==> config.mk <==
export PLATFORM = sky130hd
export DESIGN_NAME = vga_timing_gen
export DESIGN_NICKNAME = d
export VERILOG_FILES = /design/src/rtl/vga_timing_gen.sv
export SDC_FILE = /design/constraint.sdc
export NUM_CORES = 1
export LEC_CHECK = 0
export CORE_MARGIN = 2
export CORE_UTILIZATION = 35
export CTS_CLUSTER_DIAMETER = 80
export CTS_CLUSTER_SIZE = 24
export DETAILED_ROUTE_END_ITERATION = 8
export PLACE_DENSITY_LB_ADDON = 0.05
export SLEW_MARGIN = 20
export SYNTH_ARGS = -nofsm -noshare
export SYNTH_HDL_FRONTEND = slang
export SYNTH_SLANG_ARGS = --single-unit
==> constraint.sdc <==
create_clock -name clk -period 3.1 [get_ports clk]
set_clock_uncertainty 0.2 [all_clocks]
set_input_delay 0.465 -clock clk [delete_from_list [all_inputs] [get_ports clk]]
set_output_delay 0.465 -clock clk [all_outputs]
set_load 0.01 [all_outputs]
==> src/rtl/vga_timing_gen.sv <==
// Free-running VGA scan timing: pixel-enable divider, h/v scan counters, sync/visible decode,
// and frame/move strobes for downstream object-position logic.
module vga_timing_gen #(
   parameter int unsigned CLK_DIV     = 4,
   parameter int unsigned H_TOTAL     = 800,
   parameter int unsigned H_SYNC      = 96,
   parameter int unsigned H_START     = 144,
   parameter int unsigned H_END       = 784,
   parameter int unsigned V_TOTAL     = 525,
   parameter int unsigned V_SYNC      = 2,
   parameter int unsigned V_START     = 35,
   parameter int unsigned V_END       = 515,
   parameter int unsigned MOVE_FRAMES = 2
) (
   input  logic       clk,
   input  logic       rst,
   output logic       pix_en,
   output logic [9:0] hCount,
   output logic [9:0] vCount,
   output logic       hSync,
   output logic       vSync,
   output logic       bright,
   output logic       frame_tick,
   output logic       move_tick
);

   localparam int unsigned DIV_W   = (CLK_DIV > 1) ? $clog2(CLK_DIV) : 1;
   localparam int unsigned FRAME_W = (MOVE_FRAMES > 1) ? $clog2(MOVE_FRAMES) : 1;

   localparam logic [DIV_W-1:0]   DIV_LAST   = DIV_W'(CLK_DIV - 1);
   localparam logic [FRAME_W-1:0] FRAME_LAST = FRAME_W'(MOVE_FRAMES - 1);
   localparam logic [9:0]         H_LAST     = 10'(H_TOTAL - 1);
   localparam logic [9:0]         V_LAST     = 10'(V_TOTAL - 1);

   logic [DIV_W-1:0]   div_q, div_d;
   logic [9:0]         h_q, h_d;
   logic [9:0]         v_q, v_d;
   logic [FRAME_W-1:0] frame_q, frame_d;

   logic div_last, h_last, v_last, frame_last;

   assign div_last   = (div_q == DIV_LAST);
   assign h_last     = (h_q == H_LAST);
   assign v_last     = (v_q == V_LAST);
   assign frame_last = (frame_q == FRAME_LAST);

   // Strobes are gated by rst so nothing fires on the edge that resets the counters.
   assign pix_en     = div_last && !rst;
   assign frame_tick = pix_en && h_last && v_last;
   assign move_tick  = frame_tick && frame_last;

   assign hCount = h_q;
   assign vCount = v_q;
   assign hSync  = (h_q >= 10'(H_SYNC));
   assign vSync  = (v_q >= 10'(V_SYNC));
   assign bright = (h_q >= 10'(H_START)) && (h_q < 10'(H_END)) &&
                   (v_q >= 10'(V_START)) && (v_q < 10'(V_END));

   always_comb begin
      div_d   = div_last ? '0 : div_q + DIV_W'(1);
      h_d     = h_q;
      v_d     = v_q;
      frame_d = frame_q;
      if (pix_en) begin
         if (h_last) begin
            h_d = '0;
            v_d = v_last ? '0 : v_q + 10'd1;
         end else begin
            h_d = h_q + 10'd1;
         end
      end
      if (frame_tick) begin
         frame_d = frame_last ? '0 : frame_q + FRAME_W'(1);
      end
   end

   always_ff @(posedge clk) begin
      if (rst) begin
         div_q   <= '0;
         h_q     <= '0;
         v_q     <= '0;
         frame_q <= '0;
      end else begin
         div_q   <= div_d;
         h_q     <= h_d;
         v_q     <= v_d;
         frame_q <= frame_d;
      end
   end

endmodule
# Word-level counts from Yosys, hierarchy flattened
# Cells that the tools add are included.
classes:
  n_addsub: 4
  n_mul: 0
  n_div: 0
  n_lt_le_gt_ge: 6
  eq_ne: 3
  shifts: 0
  mux: 3
  bitwise: 0
  reduce_logical: 10
ops:
  columns: ["cell", "count"]
  rows:
  - ["10-bit by 1-bit adder with 10-bit output, second input constant", 2]
  - ["10-bit == test, second input constant", 2]
  - ["10-bit < comparator, second input constant", 2]
  - ["10-bit 2-to-1 mux", 2]
  - ["10-bit by 2-bit greater-or-equal comparator with 1-bit output, second input constant", 1]
  - ["10-bit by 6-bit greater-or-equal comparator with 1-bit output, second input constant", 1]
  - ["10-bit by 7-bit greater-or-equal comparator with 1-bit output, second input constant", 1]
  - ["10-bit by 8-bit greater-or-equal comparator with 1-bit output, second input constant", 1]
  - ["1-bit logical AND", 7]
  - ["2-bit by 1-bit adder with 2-bit output, second input constant", 1]
  - ["2-bit == test, second input constant", 1]
  - ["2-bit AND reduction", 1]
  - ["2-bit OR reduction", 1]
  - ["1-bit adder, second input constant", 1]
  - ["1-bit logical NOT", 1]
  - ["1-bit 2-to-1 mux", 1]
word_totals:
  register_bits: 23
  latch_bits: 0
  ram_bits: 0
  mem_bits_ro: 0
  out_inout_bits: 26
  mem_count: 0

# Logic depth before layout (Yosys ltp)
logic_depth:
  ltp_word: 5
  mapped_depth: 6

# Worst setup path after synthesis
# OpenSTA, ideal clock, no wires.
synth_timing:
  path_kind: "reg-to-output"
  start: "reg h_q[1], in the netlist hCount[1]"
  end: "out move_tick"
  arrival_time_ns: 1.922
  required_ns: 2.435
  slack_ns: 0.513
  path_stages_with_launch: 7
  path_buffers: 1
  cell_sequence: "dfxtp_1 ha_1 nand4_4 or4_1 clkbuf_2 nor2_1 and2_1"
synth_between:
  elab_chain_len: 4
synth_lines:
  columns: ["item", "line_no", "rtl"]
  rows:
  - ["start: declaration", "36", "logic [9:0] h_q, h_d;"]
  - ["start signal: assignment", "80", "h_q <= '0;"]
  - ["start signal: assignment", "85", "h_q <= h_d;"]
  - ["10-bit == test", "43", "assign h_last = (h_q == H_LAST);"]
  - ["1-bit logical AND (2 in a row)", "49", "assign frame_tick = pix_en && h_last && v_last;"]
  - ["via frame_tick", "23", "output logic frame_tick,"]
  - ["1-bit logical AND", "50", "assign move_tick = frame_tick && frame_last;"]
  - ["end: declaration", "24", "output logic move_tick"]
# The timed path passes the listed nets, and every way through them passes these cells.

# Worst setup path in the final report
layout_timing:
  start: "reg h_q[1], in the netlist hCount[1]"
  end: "out move_tick"
layout_between:
  elab_chain_len: 4
layout_lines:
  columns: ["item", "line_no"]
  rows:
  - ["10-bit == test", "43"]
  - ["1-bit logical AND (2 in a row)", "49"]
  - ["1-bit logical AND", "50"]
# Every way passes these cells.

==> metrics.cfg <==
[timing]
tightest_slew_ns = 0.732
setup_ws_ns = 0.0998
tns_ns = 0
max_freq_mhz = 333
period_needed_ns = 3.00
slew_viol_final = 0
setup_violations = 0
report.final.hold_viol_count = 0
relSlewSlack = 0.508
period_share = 0.968

[place]
place_area_sq_um = 1660
pre_cts_ws_ns = 0.121
place_hpwl_microns = 2420
io_buffers = 27
place_inst = 234
routabilityCongestion = 0.803

[clocking]
root_buffer = clkbuf_8
worstSkewPairLatency_ns = 0.27
path_clk_slew_ns = 0.08
clkSinkCount = 23
cts_hold_buffers = 0
cts_buffer_depth = 2
cts_resized = 1
cts_tree = done
postCtsSetupRepairBufs = 0
ctsHtreeMaxLevel = 1
numCtsBuffers = 3

[outcome]
status = finished, final reports clean

[critical_path]
r2r_cells = 6
startpoint = hCount[1]
r2r_end = vCount[3]
critPathArrivalTime_ns = 2.34
max_stage_delay_ns = 0.56
cpMaxStageDelayCell = or4_4
critical_path.cell_chain = ha_4, nand4_4, or4_4, nor2_2, and2_1, clkdlybuf4s50_1
crit_required_ns = 2.43
endpoint = move_tick
start_kind = flip-flop
critPathMaxFanout = 8
r2r_slack_ns = 0.85
crit_type = flip-flop to output port
r2r-start = hCount[1]
cp-end-kind = output port

[cells_and_area]
antennaDiodeCount = 0
finalNetCount = 199
fin_area_sq_um = 1730
drive_gt1_frac = 0.147
stdcell_count = 238
areaGrowthSynthToFinish_pct = 33.1
fill_cells = 360

[grt]
grt_first_pass_wirelength_microns = 5550
antenna_found_initial = 0
grt_overflow = 0
grt_max_degree = 17
grt_pass1_vias = 1193
track_usage = 0.168

[synthesis]
synth.cell_area_sq_um = 1300
yosysWarnings = 0
synth_nets = 165
synth-seq-cells = 23
synth_cell_types = 39
avgSynthCellArea_sq_um = 8.29
syn_inst = 157
synth-seq-area-share = 0.354

[power]
leakagePower_uw = 0.000586
peakVddDrop_uv = 158
p_per_area_nw_per_um2 = 300

[flow_run]
cap_violations = 0

[route]
vias = 1218
drc = 0
via_per_inst = 5.12
avgRoutedWirePerCell_microns = 13.4
dr.pass1.iters = 4
drt_iter0_drc = 58
wl_microns = 3190
ant_nets = 0

[floorplanning]
die_height_microns = 65.0
die_area_sq_um = 4220
die_x_microns = 65.0
top_level_ports = 28
coreArea_sq_um = 3610
rows = 22
start_util = 0.361

[min_path]
hold_class = flip-flop to flip-flop
hp-start = div_q[0]

worst min path at each step:
| stage | endpoint | slack [ns] | depth (start not counted) |
|---|---|---|---|
| 6_report | div_q[0] | 0.24 | 1 |
| 5_1_grt | div_q[0] | 0.27 | 1 |
| 4_1_cts | div_q[0] | 0.24 | 1 |
| 3_5_place_dp | div_q[0] | 0.23 | 1 |
| 3_3_place_gp | div_q[0] | 0.21 | 1 |
| 2_1_floorplan | div_q[0] | 0.20 | 1 |
cell families after synthesis:
family | synth area share
buf+inv | 0.0663
mux | 0.00769
compound gates | 0.125
simple gates | 0.342
fa+ha+maj | 0.0577
xor+xnor | 0.0471
flops | 0.354
Yosys cell counts:
library cell  instances  area share
or4_1                 5       0.029
and3_1                1      0.0048
xnor2_1               4       0.027
and4b_1               1      0.0077
clkbuf_2              2      0.0077
o21a_1                1      0.0058
nand2_1               8       0.023
nor2_1               11       0.032
nand4_1               6       0.029
or2_0                 1      0.0048
ha_1                  6       0.058
buf_2                 1      0.0038
buf_6                 2       0.017
dfxtp_1              23        0.35
o311a_2               1      0.0087
o21ai_0               7       0.027
nand4b_1              3       0.020
or3_2                 1      0.0058
inv_1                 8       0.023
o31ai_1               4       0.023
nor3b_1               1      0.0058
or3_1                 6       0.029
xor2_1                3       0.020
nand3_1               9       0.035
nand2b_1              3       0.014
nor3_1                7       0.027
a21oi_1              14       0.054
mux2i_1               1      0.0077
or4_4                 1      0.0087
and2_1                1      0.0048
nor2b_1               2      0.0096
and2b_2               1      0.0067
or2_2                 1      0.0048
nor4_1                4       0.019
nand4_4               1       0.016
buf_4                 1      0.0058
o21ai_2               1      0.0067
and2_2                1      0.0058
clkbuf_1              3      0.0087
flip-flops by register name, indices dropped and copies added (netlist names):
register    flops
div_q           2
frame_last      1
vCount         10
hCount         10
per-stage QoR:
step	utilization	total power, uW	hold slack [ns]
6_report	0.480	519	0.239
5_1_grt	0.480	545	0.273
4_1_cts	0.473	526	0.237
3_5_place_dp	0.460	337	0.225
3_3_place_gp	0.460	336	0.213
2_1_floorplan	-	325	0.203
cell type report:
| cell class | count | area [sq um] | share of cell area |
|---|---|---|---|
| Multi-Input combinational cell | 117 | 782 | 0.452 |
| Sequential cell | 23 | 462 | 0.267 |
| Tap cell | 48 | 60.1 | 0.0347 |
| Timing Repair Buffer | 38 | 353 | 0.204 |
| Inverter | 8 | 30.0 | 0.0173 |
| Clock buffer | 4 | 45.0 | 0.0260 |
power breakdown:
| group | switching, uW | leakage (uW) | internal, uW | total (uW) |
|---|---|---|---|---|
| clock | 96.6 | 0.0000228 | 91.9 | 188 |
| sequential | 2.44 | 0.000186 | 300 | 302 |
| combinational | 15.3 | 0.000377 | 13.2 | 28.5 |
placed cells by master, fill, tap and decap left out, drive strengths merged, types with 8 or more instances in the layout:
master	n
a21oi	14
buf	11
clkdlybuf4s50	27
dfxtp	23
inv	8
nand2	8
nand3	9
nor2	11
o21ai	8
worst max-delay path, delay by kind of cell, from the launching register on:
| family | cells | cell delay [ns] |
|---|---|---|
| and+or+nand+nor | 4 | 0.99 |
| adders and majority gates | 1 | 0.18 |
| buffers and inverters | 1 | 0.52 |
| DFF | 1 | 0.38 |
metal layers:
metal,part of all wire,track usage,routed length (microns)
met1,0.47,0.222,1490
met2,0.47,0.272,1510
met3,0.043,0.0295,137
met4,0.015,0.0638,49
met5,0,0,0
Note: power is estimated with default switching activity, not from simulation.
